`src/rtl/multicycle_ctrl.sv`:
```
// Multi-cycle RV32I control FSM: sequences fetch/decode/execute/memory/writeback over a
// shared datapath, with a retire counter and sticky illegal-instruction / bus-timeout traps.
module multicycle_ctrl #(
   parameter int CNT_W       = 32,
   parameter int MEM_TIMEOUT = 16
) (
   input  logic             clk,
   input  logic             rst,
   input  logic [6:0]       opcode,
   input  logic [2:0]       funct3,
   input  logic             branch_taken,
   input  logic             mem_ready,
   output logic             mem_req,
   output logic             mem_we,
   output logic             mem_addr_sel,
   output logic [1:0]       mem_size,
   output logic             ir_we,
   output logic             pc_we,
   output logic [1:0]       pc_src,
   output logic             reg_we,
   output logic [1:0]       wb_sel,
   output logic             alu_a_sel,
   output logic             alu_b_sel,
   output logic             illegal,
   output logic             bus_err,
   output logic [2:0]       state_o,
   output logic [CNT_W-1:0] instret
);

   typedef enum logic [2:0] {
      S_FETCH  = 3'd0,
      S_DECODE = 3'd1,
      S_EXEC   = 3'd2,
      S_MEM    = 3'd3,
      S_WB     = 3'd4,
      S_TRAP   = 3'd5
   } state_t;

   localparam logic [6:0] OPC_OP     = 7'b0110011;
   localparam logic [6:0] OPC_IMM    = 7'b0010011;
   localparam logic [6:0] OPC_LOAD   = 7'b0000011;
   localparam logic [6:0] OPC_STORE  = 7'b0100011;
   localparam logic [6:0] OPC_BRANCH = 7'b1100011;
   localparam logic [6:0] OPC_JAL    = 7'b1101111;
   localparam logic [6:0] OPC_JALR   = 7'b1100111;
   localparam logic [6:0] OPC_LUI    = 7'b0110111;
   localparam logic [6:0] OPC_AUIPC  = 7'b0010111;

   localparam int WAIT_W = (MEM_TIMEOUT > 1) ? $clog2(MEM_TIMEOUT) : 1;
   localparam logic [WAIT_W-1:0] LAST_WAIT = WAIT_W'((MEM_TIMEOUT > 0) ? MEM_TIMEOUT - 1 : 0);

   state_t            state_q;
   state_t            state_n;
   logic [WAIT_W-1:0] wait_cnt;
   logic              retire;
   logic              set_illegal;
   logic              set_bus_err;
   logic              legal;
   logic              is_store;

   assign is_store = (opcode == OPC_STORE);
   assign state_o  = state_q;

   always_comb begin
      legal = 1'b0;
      if (opcode[1:0] == 2'b11) begin
         unique case (opcode)
            OPC_OP, OPC_IMM, OPC_JAL,
            OPC_LUI, OPC_AUIPC: legal = 1'b1;
            OPC_LOAD:           legal = (funct3 != 3'd3) && (funct3 != 3'd6) && (funct3 != 3'd7);
            OPC_STORE:          legal = (funct3 <= 3'd2);
            OPC_BRANCH:         legal = (funct3 != 3'd2) && (funct3 != 3'd3);
            OPC_JALR:           legal = (funct3 == 3'd0);
            default:            legal = 1'b0;
         endcase
      end
   end

   // NOTE: every output gets a default before the case so no path leaves a latch behind.
   always_comb begin
      state_n      = state_q;
      mem_req      = 1'b0;
      mem_we       = 1'b0;
      mem_addr_sel = 1'b0;
      mem_size     = 2'b00;
      ir_we        = 1'b0;
      pc_we        = 1'b0;
      pc_src       = 2'd0;
      reg_we       = 1'b0;
      wb_sel       = 2'd0;
      alu_a_sel    = 1'b0;
      alu_b_sel    = 1'b0;
      retire       = 1'b0;
      set_illegal  = 1'b0;
      set_bus_err  = 1'b0;

      unique case (state_q)
         S_FETCH: begin
            mem_req  = 1'b1;
            mem_size = 2'b10;
            if (mem_ready) begin
               ir_we   = 1'b1;
               state_n = S_DECODE;
            end
         end
         S_DECODE: begin
            if (legal) begin
               state_n = S_EXEC;
            end else begin
               state_n     = S_TRAP;
               set_illegal = 1'b1;
            end
         end
         S_EXEC: begin
            state_n = S_WB;
            unique case (opcode)
               OPC_IMM, OPC_JALR:   alu_b_sel = 1'b1;
               OPC_LOAD, OPC_STORE: begin
                  alu_b_sel = 1'b1;
                  state_n   = S_MEM;
               end
               OPC_AUIPC: begin
                  alu_a_sel = 1'b1;
                  alu_b_sel = 1'b1;
               end
               OPC_BRANCH: begin
                  pc_we   = 1'b1;
                  pc_src  = branch_taken ? 2'd1 : 2'd0;
                  retire  = 1'b1;
                  state_n = S_FETCH;
               end
               default: ;
            endcase
         end
         S_MEM: begin
            // Operands stay on rs1+imm so the ALU keeps presenting the address.
            mem_req      = 1'b1;
            mem_addr_sel = 1'b1;
            mem_we       = is_store;
            mem_size     = funct3[1:0];
            alu_b_sel    = 1'b1;
            if (mem_ready) begin
               if (is_store) begin
                  pc_we   = 1'b1;
                  retire  = 1'b1;
                  state_n = S_FETCH;
               end else begin
                  state_n = S_WB;
               end
            end
         end
         S_WB: begin
            reg_we  = 1'b1;
            pc_we   = 1'b1;
            retire  = 1'b1;
            state_n = S_FETCH;
            unique case (opcode)
               OPC_LOAD:           wb_sel = 2'd1;
               OPC_JAL, OPC_JALR:  wb_sel = 2'd2;
               OPC_LUI:            wb_sel = 2'd3;
               default:            wb_sel = 2'd0;
            endcase
            if (opcode == OPC_JAL) begin
               pc_src = 2'd1;
            end else if (opcode == OPC_JALR) begin
               pc_src = 2'd2;
            end
         end
         S_TRAP: ;
         default: state_n = S_TRAP;
      endcase

      // A ready arriving in the final allowed cycle still completes the access.
      if ((MEM_TIMEOUT != 0) && mem_req && !mem_ready && (wait_cnt == LAST_WAIT)) begin
         state_n     = S_TRAP;
         set_bus_err = 1'b1;
      end

      if (rst) begin
         mem_req      = 1'b0;
         mem_we       = 1'b0;
         mem_addr_sel = 1'b0;
         mem_size     = 2'b00;
         ir_we        = 1'b0;
         pc_we        = 1'b0;
         pc_src       = 2'd0;
         reg_we       = 1'b0;
         wb_sel       = 2'd0;
         alu_a_sel    = 1'b0;
         alu_b_sel    = 1'b0;
         retire       = 1'b0;
         set_illegal  = 1'b0;
         set_bus_err  = 1'b0;
      end
   end

   // NOTE: sequential state uses non-blocking assignments so all registers update together.
   always_ff @(posedge clk) begin
      if (rst) begin
         state_q  <= S_FETCH;
         instret  <= '0;
         illegal  <= 1'b0;
         bus_err  <= 1'b0;
         wait_cnt <= '0;
      end else begin
         state_q <= state_n;
         if (retire)      instret <= instret + CNT_W'(1);
         if (set_illegal) illegal <= 1'b1;
         if (set_bus_err) bus_err <= 1'b1;
         if ((state_n != state_q) && ((state_n == S_FETCH) || (state_n == S_MEM))) begin
            wait_cnt <= '0;
         end else if (mem_req) begin
            wait_cnt <= mem_ready ? '0 : wait_cnt + WAIT_W'(1);
         end
      end
   end

endmodule

```
`config.mk`:
```
export PLATFORM = sky130hd
export DESIGN_NAME = multicycle_ctrl
export DESIGN_NICKNAME = d
export VERILOG_FILES = /design/src/rtl/multicycle_ctrl.sv
export SDC_FILE = /design/constraint.sdc
export NUM_CORES = 1
export LEC_CHECK = 0
export ABC_AREA = 1
export BUFFER_PORTS_ARGS = -buffer_cell sky130_fd_sc_hd__buf_2
export CAP_MARGIN = 30
export CELL_PAD_IN_SITES_DETAIL_PLACEMENT = 1
export CELL_PAD_IN_SITES_GLOBAL_PLACEMENT = 2
export CORE_MARGIN = 1.5
export CORE_UTILIZATION = 28
export DETAILED_ROUTE_END_ITERATION = 10
export GPL_ROUTABILITY_DRIVEN = 0
export PLACE_DENSITY = 0.78
export REMOVE_ABC_BUFFERS = 1
export SLEW_MARGIN = 20
export SYNTH_ARGS = -nofsm -noshare
export SYNTH_HDL_FRONTEND = slang
export SYNTH_SLANG_ARGS = --single-unit
```
`constraint.sdc`:
```
create_clock -name clk -period 2.4 [get_ports clk]
set_clock_uncertainty 0.05 [all_clocks]
set_input_delay 0 -clock clk [delete_from_list [all_inputs] [get_ports clk]]
set_output_delay 0 -clock clk [all_outputs]
set_load 0.05 [all_outputs]
```
# ---- Yosys cells after proc, flatten, opt, wreduce, memory -nomap -nowiden
# Cells that the tools add are included.
dict set report classes {
  n_addsub 2
  order_cmp 1
  n_eq_ne 22
  n_mux 48
  reduce_logical 17
}
# op count
set ops {}
lappend ops {{$add A32 B1 Y32 const B} 1}
lappend ops {{$mux W1} 28}
lappend ops {{$eq A7 B6 Y1 const B} 3}
lappend ops {{$eq A7 B7 Y1 const B} 3}
lappend ops {{$pmux W3 S6} 1}
lappend ops {{$mux W3} 5}
lappend ops {{$eq A7 B5 Y1 const B} 2}
lappend ops {{$mux W2} 6}
lappend ops {{$reduce_or A5 Y1} 2}
lappend ops {{$eq A3 B2 Y1 const B} 3}
lappend ops {{$logic_not A3 Y1} 3}
lappend ops {{$pmux W2 S2} 2}
lappend ops {{$reduce_or A2 Y1} 4}
lappend ops {{$eq A7 B2 Y1 const B} 1}
lappend ops {{$eq A3 B3 Y1 const B} 2}
lappend ops {{$logic_and A1 B1 Y1} 6}
lappend ops {{$ne A3 B2 Y1 const B} 2}
lappend ops {{$ne A3 B3 Y1 const B} 2}
lappend ops {{$pmux W2 S3} 1}
lappend ops {{$pmux W3 S2} 1}
lappend ops {{$pmux W1 S5} 1}
lappend ops {{$add A4 B1 Y4 const B} 1}
lappend ops {{$eq A4 B4 Y1 const B} 1}
lappend ops {{$mux W4} 1}
lappend ops {{8 further kinds} 8}
dict set report word_totals {
  register_bits 41
  in_bits 14
  output_inout_bits 51
  word_cells 95
}

# ---- Depth between registers and ports, before layout
dict set report depth {
  word_depth 12
  mapped_depth 16
  mapped_depth_nobuf 16
}

# ---- Worst setup path before layout
# Ideal clock, no wire load.
dict set report synth_timing {
  path_kind {reg2out}
  start {register state_q[1], in the netlist state_o[1]}
  end {output port alu_a_sel}
  arrival_time_ns 2.383
  required_time_ns 2.350
  setup_slack_ns -0.033
  path_stages_with_launch 3
  n_path_buf 0
  path_cell_list {dfxtp_1 -> nand2_1 -> nor4_1}
}
dict set report synth_via {
  elab_chain_len 3
}
# item line
set synth_lines {}
lappend synth_lines {{start, declared} 52} ;# state_t state_q;
lappend synth_lines {{start signal, assigned} 206} ;# state_q <= state_n;
lappend synth_lines {{$eq A3 B2 Y1} 97} ;# unique case (state_q)
lappend synth_lines {{$mux W1} 97}
lappend synth_lines {{$mux W1} 179} ;# if (rst) begin
lappend synth_lines {{end, declared} 22} ;# output logic alu_a_sel,
# No other way between the ends.

# ---- Worst setup path in the final report
dict set report layout_timing {
  start {register state_q[1], in the netlist state_o[1]}
  end {output port pc_we}
}
dict set report layout_via {
  elab_chain_len 3
}
# item line
set layout_lines {}
lappend layout_lines {{$eq A3 B3 Y1 or $eq A3 B2 Y1 (tied branches)} 97}
lappend layout_lines {{$pmux W1 S3 (*)} 97}
lappend layout_lines {{$mux W1 (*)} 179}
lappend layout_lines {{end, declared} 18} ;# output logic pc_we,
# Every way passes the cells marked *; elsewhere a longest branch is shown, timed or not.

==> impl_metrics.json <==
{
  "status": "finished, final reports clean",
  "worst_setup_path_end_kind": "output port",
  "ys_types": 36,
  "cpMaxStageDelayCell": "dfxtp_1",
  "htreeDepth": 2,
  "syn_area_mm2": 0.00268,
  "finalCritPeriodShare": 0.904,
  "reg2reg_depth": 9,
  "die_h_um": 101,
  "clockBufferDepth": 2,
  "die-area_mm2": 0.0101,
  "maxCapViolCount": 0,
  "worstHoldPathCells": 4,
  "dp_hpwl_um": 7090,
  "finalHoldViolCount": 0,
  "min_path_type": "input port to flip-flop",
  "wl_um": 8870,
  "yosysSeqAreaShare": 0.307,
  "max_freq_mhz": 461,
  "reg2reg_to": "instret[14]$_SDFFE_PP0P_",
  "path_cells": "nand2_1 > nor2_2 > a21oi_2 > o31ai_4 > nand2_4 > inv_6 > buf_2",
  "clk_pin_slew_worst_paths_ns": 0.08,
  "globalRouteOverflowTotal": 0,
  "insertion_delay_ns": 0.30,
  "ant_nets": 0,
  "clkSinkCount": 41,
  "vias_per_cell": 4.82,
  "syn_area_per_cell_um2": 6.32,
  "cp_data_required_time_ns": 2.35,
  "numCtsBuffers": 5,
  "pre_cts_ws_ns": 0.240,
  "grt_antenna_before_repair": 0,
  "grt_usage": 0.188,
  "area_growth_pct": 22.1,
  "ir_drop_mv": 0.247,
  "cts_root_buf": "clkbuf_8",
  "powerDensity_mw_per_mm2": 475,
  "die_w_um": 101,
  "rows": 35,
  "critPathLaunchType": "flip-flop",
  "cp-endpoint": "pc_we",
  "r2r_slack_ns": 0.32,
  "crit_fanout": 25,
  "p_leak_nw": 1.40,
  "via_count": 2983,
  "post_cts_buffers": 0,
  "slew_viol_final": 0,
  "ys_ff_latch": 41,
  "dpl.cell_count": 611,
  "syn_inst": 423,
  "crit_start": "state_o[1]$_SDFF_PP0_",
  "n_fill_cell": 1220,
  "grt_pass1_wl_um": 15200,
  "worstMarginPinSlew_ns": 0.465,
  "post_cts_resized": 1,
  "yosysWarnings": 0,
  "whs_ns": 0.0437,
  "setup_tns_ns": 0,
  "dr.pass1.iters": 4,
  "start_util": 0.290,
  "tritoncts": "yes",
  "grt_max_degree": 33,
  "drt_iter0_drc": 55,
  "relSlewSlack": 0.690,
  "slowest_delay_ns": 0.44,
  "num_antenna_cells": 0,
  "fin_cells": 619,
  "worstReg2RegStart": "instret[0]$_SDFFE_PP0P_",
  "grt_pass1_vias": 3140,
  "wl_per_cell_um": 14.3,
  "cts_hold_buf": 0,
  "numPortBuffers": 64,
  "cp_data_arrival_time_ns": 2.12,
  "fin_nets": 505,
  "coreArea_mm2": 0.00924,
  "finalSetupViolations": 0,
  "layout_min_cycle_time_ns": 2.17,
  "rsz0062_at_grt": "no",
  "finalWorstSetupSlack_ns": 0.230,
  "drive_gt1_frac": 0.198,
  "pin_count": 65,
  "critPathKind": "flip-flop to output port",
  "remaining_drc_errors": 0
}
==> Yosys cell counts <==
library cell  count  area (um^2)
inv_1            43          161
a22oi_1           1         7.51
nand2_1         116          435
nor3_1           25          125
xnor2_1           4         35.0
dfxtp_1          41          821
nor4_2            1         12.5
nor3_2            1         10.0
nand2_4           2         22.5
nand4_1          14         87.6
xor2_1           15          131
nor2_2            2         12.5
o31ai_4           1         21.3
nor2_4            3         33.8
clkbuf_1          4         15.0
and2_1            1         6.26
nor4_1            5         31.3
ha_1              2         25.0
a21boi_0          1         7.51
o21ai_1           3         15.0
nor3b_1           3         22.5
nand3_2           1         10.0
buf_4             2         15.0
a31o_2            1         8.76
o211ai_1          1         7.51
nand3_1          18         90.1
buf_2             3         15.0
a21oi_1          35          175
a21oi_2           1         8.76
o21ai_0           7         35.0
and3_1            1         6.26
inv_2             5         18.8
o21a_1            2         15.0
nand2_2           3         18.8
a31oi_1           2         12.5
nor2_1           53          199
==> flip-flops by register name, summed over array words and instances (netlist names) <==
register,flops
bus_err,1
wait_cnt,4
instret,32
state_o,3
illegal,1
==> per-stage QoR <==
| step | instance area [um^2] | power, W | utilization |
|---|---|---|---|
| final | 3270 | 0.00155 | 0.353 |
| after floorplan | 2630 | 0.000893 | - |
| after CTS | 3260 | 0.00158 | 0.353 |
| after detailed placement | 3140 | 0.000975 | 0.340 |
| after global routing | 3270 | 0.00163 | 0.353 |
| after global placement | 3140 | 0.000972 | 0.340 |
==> cell families (layout without fill, tap and decap cells) <==
| kind of cell | Yosys count | count (layout) | synth area share |
|---|---|---|---|
| simple gates | 249 | 249 | 0.420 |
| buf+inv | 57 | 124 | 0.0842 |
| compound gates | 55 | 55 | 0.117 |
| flops | 41 | 41 | 0.307 |
| xor+xnor | 19 | 19 | 0.0622 |
| fa+ha+maj | 2 | 2 | 0.00935 |
==> power by group <==
part | switching (W) | internal [W] | total, W
clock | 0.000255 | 0.000340 | 0.000594
combinational | 0.000189 | 0.0000630 | 0.000252
sequential | 0.0000140 | 0.000692 | 0.000706
total | 0.000457 | 0.00109 | 0.00155
==> cells in the final DEF, fill, tap and decap left out, drive strengths merged <==
cell type	Yosys	routed
nand3	19	19
and2	1	1
nor2	58	58
a31o	1	1
nor4	6	6
clkbuf	4	7
ha	2	2
buf	5	68
bufinv	0	1
dfxtp	41	41
inv	48	48
nand4	14	14
o21ai	10	10
a21oi	36	36
nand2	121	121
o31ai	1	1
nor3	26	26
a22oi	1	1
and3	1	1
xor2	15	15
o211ai	1	1
a31oi	2	2
xnor2	4	4
nor3b	3	3
a21boi	1	1
o21a	2	2
==> per-layer routing <==
layer	share of wire	wire length, um	vias up	GRT usage
met5	0	0	-	0
met4	0.012	102	0	0.0498
met3	0.037	324	7	0.0319
met2	0.49	4330	40	0.334
met1	0.46	4110	1424	0.234
li1	-	-	1512	-
==> area by class of cell <==
type | instances | area, um^2 | area share
well taps | 129 | 161 | 0.0494
inverters | 48 | 185 | 0.0567
clock buffers | 7 | 86.3 | 0.0264
clock inverters | 1 | 30.0 | 0.00920
repair buffers | 68 | 350 | 0.107
multi-input cells | 325 | 1630 | 0.500
flip-flops and latches | 41 | 821 | 0.251
==> worst min-delay path by stage <==
stage,endpoint,slack [ns],from
floorplan,bus_err$_SDFFE_PP0P_,0.02,rst
global placement,mem_size[0],0.35,funct3[0]
detailed placement,mem_size[0],0.36,funct3[0]
CTS,wait_cnt[2]$_SDFFE_PP0P_,0.04,mem_ready
global route,wait_cnt[2]$_SDFFE_PP0P_,0.06,mem_ready
finish,wait_cnt[2]$_SDFFE_PP0P_,0.04,mem_ready
==> worst max-delay path: cells and delay by family (launching register included) <==
| kind | cells | cell delay, ns |
|---|---|---|
| compound gates | 2 | 0.19 |
| buf+inv | 2 | 0.57 |
| flops | 1 | 0.44 |
| simple gates | 3 | 0.61 |
Note: power is estimated with default switching activity, not from simulation.
